===== config.mk =====
export PLATFORM = sky130hd
export DESIGN_NAME = four_bit_accumulator
export DESIGN_NICKNAME = d
export VERILOG_FILES = /design/src/rtl/four_bit_accumulator.sv
export SDC_FILE = /design/constraint.sdc
export NUM_CORES = 1
export LEC_CHECK = 0
export CAP_MARGIN = 20
export CORE_MARGIN = 10
export CORE_UTILIZATION = 45
export DETAILED_ROUTE_END_ITERATION = 6
export PLACE_DENSITY = 0.82
export SLEW_MARGIN = 30
export SYNTH_ARGS = -nofsm -noshare
export SYNTH_HDL_FRONTEND = slang
export SYNTH_SLANG_ARGS = --single-unit

===== constraint.sdc =====
create_clock -name clk -period 2.6 [get_ports clk]
set_input_delay 0.52 -clock clk [delete_from_list [all_inputs] [get_ports clk]]
set_output_delay 0.52 -clock clk [all_outputs]
set_load 0.005 [all_outputs]

===== src/rtl/four_bit_accumulator.sv =====
// Four-bit signed accumulator with a handshaked command port. The adder result
// is given SETTLE_CYCLES extra cycles before it is captured, along with C/V/Z flags.

module four_bit_adder_subtractor (
  input  logic [3:0] A,
  input  logic [3:0] B,
  input  logic       Op,
  output logic [3:0] S,
  output logic       Cout
);
  logic [3:0] w_b;
  logic [4:0] w_sum;

  // Subtraction is A + ~B + 1, so Cout=1 means no borrow.
  assign w_b   = B ^ {4{Op}};
  assign w_sum = {1'b0, A} + {1'b0, w_b} + {4'b0000, Op};
  assign S     = w_sum[3:0];
  assign Cout  = w_sum[4];
endmodule

// state  | meaning
// IDLE   | cmd_ready=1, waiting for a command
// SETTLE | operand latched, adder settling; captures when the timer reaches 0
// DONE   | res_valid=1, result held until res_ack
module four_bit_accumulator #(
  parameter int SETTLE_CYCLES = 2
) (
  input  logic       clk,
  input  logic       reset,
  input  logic       cmd_valid,
  output logic       cmd_ready,
  input  logic [1:0] cmd_op,
  input  logic [3:0] cmd_data,
  output logic [3:0] acc,
  output logic       res_valid,
  input  logic       res_ack,
  output logic       flag_c,
  output logic       flag_v,
  output logic       flag_z,
  output logic [7:0] op_count
);
  if (SETTLE_CYCLES < 1 || SETTLE_CYCLES > 15) begin : g_bad_settle
    $error("four_bit_accumulator: SETTLE_CYCLES=%0d is outside 1..15", SETTLE_CYCLES);
  end

  localparam logic [3:0] LP_SETTLE = 4'(SETTLE_CYCLES);
  localparam logic [1:0] OP_LOAD   = 2'b00;
  localparam logic [1:0] OP_ADD    = 2'b01;
  localparam logic [1:0] OP_SUB    = 2'b10;

  typedef enum logic [1:0] {S_IDLE, S_SETTLE, S_DONE} state_t;

  state_t     r_state, w_next;
  logic [1:0] r_op;
  logic [3:0] r_operand;
  logic [3:0] r_cnt;
  logic [3:0] r_acc;
  logic       r_c, r_v, r_z;
  logic [7:0] r_count;

  logic [3:0] w_sum;
  logic       w_cout;
  logic       w_sub;
  logic       w_settle_done;
  logic [3:0] w_res;
  logic       w_c, w_v;

  assign w_sub         = (r_op == OP_SUB);
  assign w_settle_done = (r_state == S_SETTLE) && (r_cnt == 4'd0);

  four_bit_adder_subtractor u_addsub (
    .A    (r_acc),
    .B    (r_operand),
    .Op   (w_sub),
    .S    (w_sum),
    .Cout (w_cout)
  );

  always_ff @(posedge clk) begin
    if (reset) r_state <= S_IDLE;
    else       r_state <= w_next;
  end

  always_comb begin
    w_next = r_state;
    case (r_state)
      S_IDLE:   if (cmd_valid) w_next = S_SETTLE;
      S_SETTLE: if (r_cnt == 4'd0) w_next = S_DONE;
      S_DONE:   if (res_ack) w_next = S_IDLE;
      default:  w_next = S_IDLE;
    endcase
  end

  always_comb begin
    cmd_ready = 1'b0;
    res_valid = 1'b0;
    case (r_state)
      S_IDLE:  cmd_ready = 1'b1;
      S_DONE:  res_valid = 1'b1;
      default: ;
    endcase
  end

  always_comb begin
    w_res = 4'd0;
    w_c   = 1'b0;
    w_v   = 1'b0;
    case (r_op)
      OP_LOAD: w_res = r_operand;
      OP_ADD: begin
        w_res = w_sum;
        w_c   = w_cout;
        w_v   = (r_acc[3] == r_operand[3]) && (w_sum[3] != r_acc[3]);
      end
      OP_SUB: begin
        w_res = w_sum;
        w_c   = w_cout;
        w_v   = (r_acc[3] != r_operand[3]) && (w_sum[3] != r_acc[3]);
      end
      default: ;
    endcase
  end

  // Timer is loaded with SETTLE_CYCLES on accept, so capture lands SETTLE_CYCLES+1 edges later.
  always_ff @(posedge clk) begin
    if (reset) begin
      r_op      <= 2'b00;
      r_operand <= 4'd0;
      r_cnt     <= 4'd0;
      r_acc     <= 4'd0;
      r_c       <= 1'b0;
      r_v       <= 1'b0;
      r_z       <= 1'b0;
      r_count   <= 8'd0;
    end else begin
      if (r_state == S_IDLE && cmd_valid) begin
        r_op      <= cmd_op;
        r_operand <= cmd_data;
        r_cnt     <= LP_SETTLE;
      end else if (r_state == S_SETTLE && r_cnt != 4'd0) begin
        r_cnt <= r_cnt - 4'd1;
      end
      if (w_settle_done) begin
        r_acc   <= w_res;
        r_c     <= w_c;
        r_v     <= w_v;
        r_z     <= (w_res == 4'd0);
        r_count <= r_count + 8'd1;
      end
    end
  end

  assign acc      = r_acc;
  assign flag_c   = r_c;
  assign flag_v   = r_v;
  assign flag_z   = r_z;
  assign op_count = r_count;
endmodule

==> flow_summary.toml <==
[clocking]
clock-root-buffer = "clkbuf_4"
cts_tree = "done"
ctsHtreeMaxLevel = 1
hold_buffers = 0
worstSkewPairLatency_ns = 0.34
cts_setup_buffers = 0
cts_sinks = 27
cts_buffers = 3
clock_path_buffers = 2
path_clk_slew_ns = 0.16

[timing]
rsz0062_at_grt = "false"
layout_min_cycle_time_ns = 2.50
fin_skew_ns = 0.00543
setup_viol = 0
setup_tns_ns = 0
holdWs_ns = 0.466
fmax_mhz = 400
min_period_over_period_pct = 96.2
hold_viol_final = 0
max-slew-margin-rel_pct = 61.8
worst_pin_slew_ns = 0.571
slew_violations = 0

[drt]
viasPerCell = 5.32
vias = 1191
firstDrtPassIters = 4
drc = 0
routed_wl_mm = 3.14
wire_per_inst_um = 14.0
antenna_left = 0
drt_iter0_drc = 85

[place]
place_congestion = 0.883
io_buffers = 26
dp_hpwl_mm = 2.37

[die]
die_h_um = 74.9
core_area_um2 = 2810
chipWidth_um = 74.9
io-pin-count = 27
dieArea_um2 = 5600
rows = 19
start_util_pct = 48.3

[global_route]
top_usage_layer = "met2"
grt-ovfl-total = 0
gr-usage-met1_pct = 12.4
grt_max_degree = 18
grt_pass1_wl_mm = 5.07
grt_util_all_layers_pct = 11.5
grt_pass1_vias = 1181
antenna_found_initial = 0
grt_util_met2_pct = 19.7
met3_usage_pct = 2.37

[flow_run]
maxCapViolations = 0

[yosys]
synth-edff-count = 0
ys_ff_latch = 27
synth_area_leaders = "dfxtp_1 (40%), nand2_1 (7.8%), ha_1 (7.4%)"
yosysMostFrequentCell = "nand2_1"
synth_top_area_share_pct = 39.9
yosysWarnings = 0
yosysUniqueCellTypes = 33
ys_top_cells_by_count = "nand2_1 (28), dfxtp_1 (27), nor2_1 (18), a21oi_1 (15), xor2_1 (10)"
ys.flop_type = "dfxtp_1"
synth_area_um2 = 1350
async_flop_share_pct = 0
synthCells = 166
synth_nets = 185
synth.avg_cell_area_um2 = 8.16
synth_top_cell_by_area = "dfxtp_1"
seq_area_frac_synth_pct = 39.9

[pwr]
ir_worst_vdd_mv = 0.338
p_leak_uw = 0.000642
power_uw = 866
p_per_area_nw_per_um2 = 508

[critical_path]
cp.arrival_ns = 2.81
crit_fanout = 5
worstPathRequired_ns = 2.91
crit_type = "register to register"
startpoint_type = "register"
cp-end-kind = "register"

[final_layout]
seq_area_um2 = 542
diodes = 0
areaGrowthSynthToFinish_pct = 26.0
nNetsFinal = 213
drive_above_1_share_pct = 5.70
nFillCells = 265
multiInputGateArea_um2 = 786

[run_status]
status = "completed"

[min_path]
hp-class = "register to register"
through the flow:
| stage | cells | area (um^2) | setup WS [ns] | util, % |
|---|---|---|---|---|
| CTS | 224 | 1680 | 0.0183 | 59.9 |
| global route | 224 | 1710 | 0.00481 | 60.8 |
| global placement | 220 | 1650 | 0.131 | 58.7 |
| floorplan | 166 | 1350 | 0.209 | - |
| finish | 224 | 1710 | 0.0980 | 60.8 |
| detailed placement | 220 | 1650 | 0.0256 | 58.7 |
cells by family (layout without fill, tap and decap cells):
group | Yosys count | in the layout | share of synthesized area, %
fa+ha+maj | 9 | 9 | 8.87
compound gates | 26 | 26 | 11.7
mux | 1 | 1 | 0.739
buf+inv | 14 | 41 | 3.97
simple gates | 75 | 75 | 25.7
flops | 27 | 27 | 39.9
xor+xnor | 14 | 14 | 9.06
sequential cells by signal, summed over array words and instances, names as in the netlist, 2 cells and up:
name       flops
r_state        2
r_cnt          4
op_count       8
r_op           2
r_operand      4
acc            4
final cells by class:
class,instances,area share (%)
clock inverters,1,0.440
flip-flops and latches,27,31.8
inverters,9,1.98
clock buffers,3,1.32
repair buffers,28,16.1
multi-input cells,125,46.1
well taps,31,2.27
path summary, 6_finish.rpt:
check	from	end	slack [ns]	cells past startpoint
hold / removal	flag_c	flag_c	0.47	2
setup reg to reg	r_op[0]	flag_v	0.1	9
setup / recovery	r_op[0]	flag_v	0.1	9
hold reg to reg	flag_c	flag_c	0.47	2
worst max-delay path, stage by stage (launching register included):
cell and delay (ns):
dfxtp_2 0.36, inv_1 0.12, ha_4 0.19, xor2_1 0.16, ha_2 0.33, a21oi_2 0.16
o22ai_1 0.13, or4_1 0.52, a2111o_1 0.43, nand2_1 0.06
per-layer routing:
layer	share of wire [%]	routed length (um)
met1	46	1430
met2	48	1510
met3	3.8	120
met4	2.3	73
met5	0	0
report_power, final:
part,internal [uW],switching [uW]
combinational,99.5,111
sequential,437,22.0
clock,59.2,138
total,595,270
timing repair:
action | 4_1_cts | 5_1_grt
pin swaps | 0 | 1
endpoints found under the setup margin | 1 | 1
hold endpoints to repair | 0 | 0
gates resized for setup | 1 | 5
layout by cell type (no fill, tap or decap), types with 3 or more instances in the layout:
| cell type | n |
|---|---|
| nand2_1 | 28 |
| dfxtp_1 | 26 |
| clkdlybuf4s50_1 | 26 |
| nor2_1 | 18 |
| a21oi_1 | 14 |
| inv_1 | 9 |
| xor2_1 | 9 |
| nor3_1 | 8 |
| ha_1 | 6 |
| nand3_1 | 4 |
| nand2b_1 | 4 |
| xnor2_1 | 4 |
| nor2b_1 | 3 |
| clkbuf_4 | 3 |
(Power assumes the default switching activity.)
